<file path="config.mk">
export PLATFORM = sky130hd
export DESIGN_NAME = piezo_alert_sched
export DESIGN_NICKNAME = d
export VERILOG_FILES = /design/src/rtl/piezo_alert_sched.sv
export SDC_FILE = /design/constraint.sdc
export NUM_CORES = 1
export LEC_CHECK = 0
export BUFFER_PORTS_ARGS = -buffer_cell sky130_fd_sc_hd__buf_2
export CAP_MARGIN = 20
export CORE_MARGIN = 2
export CORE_UTILIZATION = 37
export CTS_CLUSTER_DIAMETER = 200
export DETAILED_ROUTE_END_ITERATION = 10
export SLEW_MARGIN = 20
export SYNTH_ARGS = -nofsm -noshare
export SYNTH_HDL_FRONTEND = slang
export SYNTH_SLANG_ARGS = --single-unit
</file>
<file path="constraint.sdc">
create_clock -name clk -period 7.4 [get_ports clk]
set_input_delay 1.11 -clock clk [delete_from_list [all_inputs] [get_ports clk]]
set_output_delay 1.11 -clock clk [all_outputs]
set_load 0.05 [all_outputs]
</file>
<file path="src/rtl/piezo_alert_sched.sv">
// piezo_alert_sched
// Picks one of four piezo alert sources by fixed priority and plays a tone burst for it.
// The priority order is over-speed, battery-low, power-up chirp, then moving.
// Each source has its own tone pitch and its own ON/OFF cadence.
// The piezo pins are driven differentially while a burst is ON.
// Both pins are held low while OFF or idle, so no DC is left across the element.
module piezo_alert_sched #(
   parameter int FAST_SIM = 0,
   parameter int TICK_DIV = 50000,
   parameter int HP_OVR   = 6250,
   parameter int HP_BATT  = 12500,
   parameter int HP_CHIRP = 8333,
   parameter int HP_MOVE  = 25000
) (
   input  logic       clk,
   input  logic       rst_n,
   input  logic       en,
   input  logic       ovr_spd,
   input  logic       batt_low,
   input  logic       moving,
   input  logic       pwr_up,
   output logic       piezo,
   output logic       piezo_n,
   output logic       active,
   output logic [2:0] src
);

   // Effective time constants: short values keep simulations fast
   localparam int TICK_DIV_E = (FAST_SIM != 0) ? 8 : TICK_DIV;
   localparam int HP_OVR_E   = (FAST_SIM != 0) ? 2 : HP_OVR;
   localparam int HP_BATT_E  = (FAST_SIM != 0) ? 3 : HP_BATT;
   localparam int HP_CHIRP_E = (FAST_SIM != 0) ? 4 : HP_CHIRP;
   localparam int HP_MOVE_E  = (FAST_SIM != 0) ? 5 : HP_MOVE;

   localparam int HP_MAX_A = (HP_OVR_E > HP_BATT_E) ? HP_OVR_E : HP_BATT_E;
   localparam int HP_MAX_B = (HP_CHIRP_E > HP_MOVE_E) ? HP_CHIRP_E : HP_MOVE_E;
   localparam int HP_MAX   = (HP_MAX_A > HP_MAX_B) ? HP_MAX_A : HP_MAX_B;

   localparam int PW = (TICK_DIV_E > 1) ? $clog2(TICK_DIV_E) : 1;
   localparam int TW = (HP_MAX > 1) ? $clog2(HP_MAX) : 1;

   localparam logic [PW-1:0] PRESC_LAST = PW'(TICK_DIV_E - 1);

   localparam logic [TW-1:0] HPL_OVR   = TW'(HP_OVR_E - 1);
   localparam logic [TW-1:0] HPL_BATT  = TW'(HP_BATT_E - 1);
   localparam logic [TW-1:0] HPL_CHIRP = TW'(HP_CHIRP_E - 1);
   localparam logic [TW-1:0] HPL_MOVE  = TW'(HP_MOVE_E - 1);

   // Source codes as reported on src
   localparam logic [2:0] SRC_NONE  = 3'd0;
   localparam logic [2:0] SRC_MOVE  = 3'd1;
   localparam logic [2:0] SRC_CHIRP = 3'd2;
   localparam logic [2:0] SRC_BATT  = 3'd3;
   localparam logic [2:0] SRC_OVR   = 3'd4;

   // Cadence lengths in ticks. These do not change in fast simulation; only the tick does.
   localparam logic [10:0] ON_OVR    = 11'd100;
   localparam logic [10:0] OFF_OVR   = 11'd100;
   localparam logic [10:0] ON_BATT   = 11'd250;
   localparam logic [10:0] OFF_BATT  = 11'd750;
   localparam logic [10:0] ON_CHIRP  = 11'd150;
   localparam logic [10:0] OFF_CHIRP = 11'd0;
   localparam logic [10:0] ON_MOVE   = 11'd50;
   localparam logic [10:0] OFF_MOVE  = 11'd1950;

   typedef enum logic [1:0] {
      IDLE,
      ON,
      OFF
   } state_t;

   state_t        state;
   logic          chirp_pend;
   logic [PW-1:0] presc;
   logic [10:0]   tick;
   logic [TW-1:0] tone;

   logic [2:0]    win_src;
   logic [TW-1:0] hp_last;
   logic [10:0]   on_len;
   logic [10:0]   off_len;
   logic [10:0]   phase_len;
   logic          presc_last;
   logic          phase_done;
   logic          preempt;
   logic          start_burst;
   logic [2:0]    start_src;
   logic          go_off;
   logic          go_idle;

   // Fixed-priority arbitration over the live requests and the latched chirp
   always_comb begin
      win_src = SRC_NONE;
      if (ovr_spd) begin
         win_src = SRC_OVR;
      end else if (batt_low) begin
         win_src = SRC_BATT;
      end else if (chirp_pend) begin
         win_src = SRC_CHIRP;
      end else if (moving) begin
         win_src = SRC_MOVE;
      end
   end

   // Tone pitch and cadence of the source currently being served
   always_comb begin
      hp_last = HPL_MOVE;
      on_len  = ON_MOVE;
      off_len = OFF_MOVE;
      case (src)
         SRC_OVR: begin
            hp_last = HPL_OVR;
            on_len  = ON_OVR;
            off_len = OFF_OVR;
         end
         SRC_BATT: begin
            hp_last = HPL_BATT;
            on_len  = ON_BATT;
            off_len = OFF_BATT;
         end
         SRC_CHIRP: begin
            hp_last = HPL_CHIRP;
            on_len  = ON_CHIRP;
            off_len = OFF_CHIRP;
         end
         default: begin
            hp_last = HPL_MOVE;
            on_len  = ON_MOVE;
            off_len = OFF_MOVE;
         end
      endcase
   end

   // Phase end is the last clock of the last tick, so a phase lasts exactly len*TICK_DIV clocks
   always_comb begin
      phase_len  = (state == ON) ? on_len : off_len;
      presc_last = (presc == PRESC_LAST);
      phase_done = presc_last && (tick == (phase_len - 11'd1));
      preempt    = ovr_spd && (src != SRC_OVR);
   end

   // Decide the next phase. Over-speed preempts any lower source at any point in a burst.
   always_comb begin
      start_burst = 1'b0;
      start_src   = win_src;
      go_off      = 1'b0;
      go_idle     = 1'b0;
      case (state)
         IDLE: begin
            start_burst = (win_src != SRC_NONE);
         end
         ON: begin
            if (preempt) begin
               start_burst = 1'b1;
               start_src   = SRC_OVR;
            end else if (phase_done) begin
               if (src == SRC_CHIRP) begin
                  go_idle = 1'b1;
               end else begin
                  go_off = 1'b1;
               end
            end
         end
         OFF: begin
            if (preempt) begin
               start_burst = 1'b1;
               start_src   = SRC_OVR;
            end else if (phase_done) begin
               if (win_src != SRC_NONE) begin
                  start_burst = 1'b1;
               end else begin
                  go_idle = 1'b1;
               end
            end
         end
         default: begin
            go_idle = 1'b1;
         end
      endcase
   end

   // Burst sequencer: state, timers, pin drive and the chirp latch, all registered together
   always_ff @(posedge clk or negedge rst_n) begin
      if (!rst_n) begin
         state      <= IDLE;
         chirp_pend <= 1'b0;
         presc      <= '0;
         tick       <= '0;
         tone       <= '0;
         piezo      <= 1'b0;
         piezo_n    <= 1'b0;
         active     <= 1'b0;
         src        <= SRC_NONE;
      end else begin
         if (!en || go_idle) begin
            state   <= IDLE;
            presc   <= '0;
            tick    <= '0;
            tone    <= '0;
            piezo   <= 1'b0;
            piezo_n <= 1'b0;
            active  <= 1'b0;
            src     <= SRC_NONE;
         end else if (start_burst) begin
            state   <= ON;
            presc   <= '0;
            tick    <= '0;
            tone    <= '0;
            piezo   <= 1'b1;
            piezo_n <= 1'b0;
            active  <= 1'b1;
            src     <= start_src;
            if (start_src == SRC_CHIRP) begin
               chirp_pend <= 1'b0;
            end
         end else if (go_off) begin
            state   <= OFF;
            presc   <= '0;
            tick    <= '0;
            tone    <= '0;
            piezo   <= 1'b0;
            piezo_n <= 1'b0;
         end else if (state != IDLE) begin
            if (presc_last) begin
               presc <= '0;
               tick  <= tick + 11'd1;
            end else begin
               presc <= presc + 1'b1;
            end
            if (state == ON) begin
               if (tone == hp_last) begin
                  tone    <= '0;
                  piezo   <= ~piezo;
                  piezo_n <= piezo;
               end else begin
                  tone <= tone + 1'b1;
               end
            end
         end
         if (pwr_up) begin
            chirp_pend <= 1'b1;
         end
      end
   end

endmodule

</file>
==> report_table.html <==
<table>
<tr><th>Metric</th><th>Value</th></tr>
<tr><th colspan="2">Drt</th></tr>
<tr><td>Routed via count divided by cell count</td><td>5.668</td></tr>
<tr><td>Drt total wl</td><td>8.414 mm</td></tr>
<tr><td>Highest layer used for signal routing</td><td>met4</td></tr>
<tr><td>Met1 routed wirelength after detailed routing</td><td>4.167 mm</td></tr>
<tr><td>Final ANT Viol Nets</td><td>0</td></tr>
<tr><td>Iteration count of the initial detailed-routing pass</td><td>4</td></tr>
<tr><td>Average wire per standard cell</td><td>15.19 µm</td></tr>
<tr><td>Metal2 WL</td><td>3.777 mm</td></tr>
<tr><td>DR WL met3</td><td>421 µm</td></tr>
<tr><td>Number of DRC markers in iteration 0</td><td>150</td></tr>
<tr><td>Vias</td><td>3140</td></tr>
<tr><td>DRC violation count after routing</td><td>0</td></tr>
<tr><th colspan="2">Final layout</th></tr>
<tr><td>Fraction of final layout cells with drive strength greater than 1</td><td>0.09026</td></tr>
<tr><td>Number of diodes added for antenna fixing</td><td>0</td></tr>
<tr><td>Area of all sequential standard cells</td><td>1276 µm²</td></tr>
<tr><td>Post-route cell area</td><td>3776 µm²</td></tr>
<tr><td>Footprint of the multi-input gates</td><td>2121 µm²</td></tr>
<tr><td>Non-filler cells in the finished layout</td><td>554</td></tr>
<tr><td>Filler Cell Count</td><td>976</td></tr>
<tr><td>Final #Nets</td><td>435</td></tr>
<tr><td>Synthesis-to-layout area growth</td><td>4.792%</td></tr>
<tr><th colspan="2">Logic synthesis</th></tr>
<tr><td>Synthesized instance count</td><td>430</td></tr>
<tr><td>Ranking of synthesized cells by instance count</td><td>sky130_fd_sc_hd__nor2_1 (52), sky130_fd_sc_hd__dfrtp_1 (51), sky130_fd_sc_hd__a21oi_1 (36)</td></tr>
<tr><td>Library cell with the highest instance count after synthesis</td><td>sky130_fd_sc_hd__nor2_1</td></tr>
<tr><td>Yosys synthesis warning count</td><td>0</td></tr>
<tr><td>Number of nets produced by synthesis</td><td>445</td></tr>
<tr><td>Area share of the largest cell type after synthesis</td><td>0.3542</td></tr>
<tr><td>Largest cells by area after synthesis</td><td>sky130_fd_sc_hd__dfrtp_1 (35%), sky130_fd_sc_hd__nor2_1 (5.4%), sky130_fd_sc_hd__a21oi_1 (5.0%), sky130_fd_sc_hd__o21ai_0 (3.6%), sky130_fd_sc_hd__nand2_1 (2.9%)</td></tr>
<tr><td>Sequential share of the synthesized area</td><td>0.3542</td></tr>
<tr><td>Number of enable flip-flop cells after synthesis</td><td>0</td></tr>
<tr><td>Leading area contributor after synthesis</td><td>sky130_fd_sc_hd__dfrtp_1</td></tr>
<tr><td>Count of cell types in the netlist</td><td>65</td></tr>
<tr><td>Main flop type after synthesis</td><td>sky130_fd_sc_hd__dfrtp_1</td></tr>
<tr><td>Async S/R FF share, synth</td><td>1.000</td></tr>
<tr><td>Mean Syn Cell Area</td><td>8.380 µm²</td></tr>
<tr><td>Cell Area, Synth</td><td>3603 µm²</td></tr>
<tr><td>#FFs+latches synth</td><td>51</td></tr>
<tr><th colspan="2">Worst setup path</th></tr>
<tr><td>Critical path start-end classification</td><td>reg2reg</td></tr>
<tr><td>Slowest stage cell on the critical path</td><td>sky130_fd_sc_hd__or3_1</td></tr>
<tr><td>CP Data Required Time</td><td>7.62 ns</td></tr>
<tr><td>Timing endpoint of the critical path</td><td>tick[9]$_DFFE_PN0P_</td></tr>
<tr><td>First element of the critical path</td><td>state[1]$_DFFE_PN0P_</td></tr>
<tr><td>Biggest fanout along the worst timing path</td><td>28</td></tr>
<tr><td>Largest stage delay, worst path</td><td>0.82 ns</td></tr>
<tr><td>Startpoint kind of the worst setup timing path</td><td>flop</td></tr>
<tr><td>CP most frequent cell</td><td>sky130_fd_sc_hd__ha_1</td></tr>
<tr><td>Source of the worst register-to-register timing path</td><td>state[1]$_DFFE_PN0P_</td></tr>
<tr><td>Worst setup slack for register-to-register paths</td><td>2.43 ns</td></tr>
<tr><td>Cell count of the worst reg-to-reg path</td><td>13</td></tr>
<tr><td>Worst setup EP type</td><td>flop</td></tr>
<tr><td>Signal arrival time at the worst endpoint</td><td>5.19 ns</td></tr>
<tr><td>Crit Reg-Reg Endpoint</td><td>tick[9]$_DFFE_PN0P_</td></tr>
<tr><td>Critical path, cell by cell</td><td>inv_1 -&gt; ha_1 -&gt; nor2_1 -&gt; a21o_1 -&gt; ha_1 -&gt; nor4b_1 -&gt; o21ai_0 -&gt; a32oi_1 -&gt; nand4_1 -&gt; or4_4 -&gt; o21ai_4 -&gt; or3_1 -&gt; o21ba_2</td></tr>
<tr><th colspan="2">Floorplan</th></tr>
<tr><td>Floorplan die width</td><td>102.7 µm</td></tr>
<tr><td>Die extent in y</td><td>102.7 µm</td></tr>
<tr><td>Die Outline Area</td><td>10540 µm²</td></tr>
<tr><td>Core area</td><td>9594 µm²</td></tr>
<tr><td>Boundary Pins</td><td>13</td></tr>
<tr><td>Initial cell density of the core</td><td>0.3756</td></tr>
<tr><td>Floorplan row count</td><td>36</td></tr>
<tr><th colspan="2">Timing</th></tr>
<tr><td>Slew headroom</td><td>0.3328</td></tr>
<tr><td>Final worst-path setup slack</td><td>2.429 ns</td></tr>
<tr><td>Highest Clock Rate</td><td>201.2 MHz</td></tr>
<tr><td>Setup repair after global routing missed its margin</td><td>no</td></tr>
<tr><td>Total Neg Setup Slack</td><td>0 ns</td></tr>
<tr><td>Time the worst path needs with I/O delays and setup</td><td>4.971 ns</td></tr>
<tr><td>Slew @ Worst Pin</td><td>0.9954 ns</td></tr>
<tr><td>Final-report hold violation count</td><td>0</td></tr>
<tr><td>Clk_skew</td><td>0.01342 ns</td></tr>
<tr><td>Setup violations, final</td><td>0</td></tr>
<tr><td>Period utilization</td><td>0.6718</td></tr>
<tr><td>Final count of pins violating max slew</td><td>0</td></tr>
<tr><th colspan="2">Clocking</th></tr>
<tr><td>Buffer cell driving the clock tree root</td><td>sky130_fd_sc_hd__clkbuf_8</td></tr>
<tr><td>Hold buffer count at CTS</td><td>0</td></tr>
<tr><td>Number of buffers added by the clock tree synthesis step</td><td>5</td></tr>
<tr><td>H-Tree Level Count</td><td>2</td></tr>
<tr><td>Buffer count from post-CTS setup fixing</td><td>0</td></tr>
<tr><td>Max Buffers Root-to-Sink</td><td>2</td></tr>
<tr><td>Post-cts repair resize count</td><td>0</td></tr>
<tr><td>Clock-pin slew reported for the worst setup and hold paths after clock tree synthesis</td><td>0.11 ns</td></tr>
<tr><td>Clock sink count</td><td>51</td></tr>
<tr><td>CTS tree</td><td>built</td></tr>
<tr><td>Clk_lat worst skew</td><td>0.31 ns</td></tr>
<tr><th colspan="2">Power and ir drop</th></tr>
<tr><td>IR Drop Worst-Case VDD</td><td>0.08225 mV</td></tr>
<tr><td>Power per cell area</td><td>163.7 nW/µm²</td></tr>
<tr><td>Leakage component of the power</td><td>1.462 nW</td></tr>
<tr><td>Power, Total</td><td>0.0006180 W</td></tr>
<tr><th colspan="2">Job</th></tr>
<tr><td>Reported max-cap violation count</td><td>0</td></tr>
<tr><th colspan="2">Global route</th></tr>
<tr><td>Vias in the first global route</td><td>2871</td></tr>
<tr><td>Initial antenna violation count</td><td>0</td></tr>
<tr><td>Remaining global-route overflow</td><td>0</td></tr>
<tr><td>Maximum number of pins on one net before global-route repair</td><td>52</td></tr>
<tr><td>First-pass GRT wire length</td><td>13.97 mm</td></tr>
<tr><td>Total track usage</td><td>0.1658</td></tr>
<tr><th colspan="2">Worst hold path</th></tr>
<tr><td>Worst hold stages</td><td>2</td></tr>
<tr><td>Type of the tightest min-delay check</td><td>reg2reg</td></tr>
<tr><th colspan="2">Status</th></tr>
<tr><td>Outcome</td><td>completed</td></tr>
<tr><th colspan="2">Placed design</th></tr>
<tr><td>HPWL after detailed placement</td><td>5.844 mm</td></tr>
<tr><td>DP Cell Count</td><td>546</td></tr>
<tr><td>Final weighted congestion of routability-driven global placement</td><td>0.8823</td></tr>
<tr><td>Instance area after placement</td><td>3680 µm²</td></tr>
<tr><td>Place WS</td><td>2.506 ns</td></tr>
<tr><td>PortBufs</td><td>12</td></tr>
</table>
## cell type report
cell class	count	area share
Timing Repair Buffer	14	0.01988
Clock buffer	5	0.01822
Sequential cell	51	0.3380
Inverter	11	0.01093
Multi-Input combinational cell	337	0.5616
Tap cell	133	0.04407
Clock inverter	3	0.007290
## logic make-up (layout without fill, tap and decap cells)
kind of cell             Yosys count  in the layout  synth area share
AND/OR/NAND/NOR                  191            191            0.2979
AO/OA/AOI/OAI                    113            113            0.2003
flip-flops                        51             51            0.3542
buffers and inverters             42             33           0.05729
XOR/XNOR                          20             20           0.04861
adder cells (fa/ha/maj)            8              8           0.02778
multiplexers                       5              5           0.01389
## per-layer routing
layer	track usage	up-vias
met5	0	-
met4	0.04103	0
met3	0.03119	4
met2	0.2609	59
met1	0.2362	1538
li1	-	1539
## sequential cells by signal, indices dropped and copies added (netlist names)
signal      cells
active          1
piezo_n         1
piezo           1
tone           15
src             3
state           2
presc          16
chirp_pend      1
tick           11
## worst min path at each step
stage	from	endpoint	slack, ns
2_1_floorplan	presc[4]$_DFFE_PN0P_	presc[4]$_DFFE_PN0P_	0.49
3_5_place_dp	piezo_n$_DFFE_PN0P_	piezo_n$_DFFE_PN0P_	0.49
3_3_place_gp	piezo_n$_DFFE_PN0P_	piezo_n$_DFFE_PN0P_	0.51
6_report	piezo_n$_DFFE_PN0P_	piezo_n$_DFFE_PN0P_	0.52
5_1_grt	presc[14]$_DFFE_PN0P_	presc[14]$_DFFE_PN0P_	0.58
4_1_cts	piezo_n$_DFFE_PN0P_	piezo_n$_DFFE_PN0P_	0.52
## through the flow
| stage | util | hold slack (ns) |
|---|---|---|
| 6_report | 0.3936 | 0.5248 |
| 5_1_grt | 0.3936 | 0.5756 |
| 4_1_cts | 0.3936 | 0.5227 |
| 3_5_place_dp | 0.3835 | 0.4950 |
| 3_3_place_gp | 0.3835 | 0.5074 |
| 2_1_floorplan | - | 0.4875 |
## worst max-delay path: cells and delay by family (launching register included)
family / cells / cell delay, ns
simple gates: 5 / 2.13
compound gates: 5 / 1.17
fa+ha+maj: 2 / 1.01
flops: 1 / 0.42
buf+inv: 1 / 0.11
## report_power, final
group / internal [W] / switching [W]
Sequential: 0.000286 / 0.0000174
Clock: 0.0000696 / 0.000103
Combinational: 0.0000455 / 0.0000969
## cells in the final DEF, fill, tap and decap left out, drive strengths merged, types with 5 or more instances in the layout
cell type  count
clkbuf         5
o21ai         30
and3          16
a21oi         36
nor3           9
ha             8
nor4b          6
nand3          9
nor2b          8
buf           14
xor2          11
or2            5
mux2i          5
dfrtp         51
xnor2          9
or3           10
o31ai         10
nand3b        10
or4            6
nand4         10
nand2         28
nor2          52
inv           12
(Power assumes the default switching activity.)
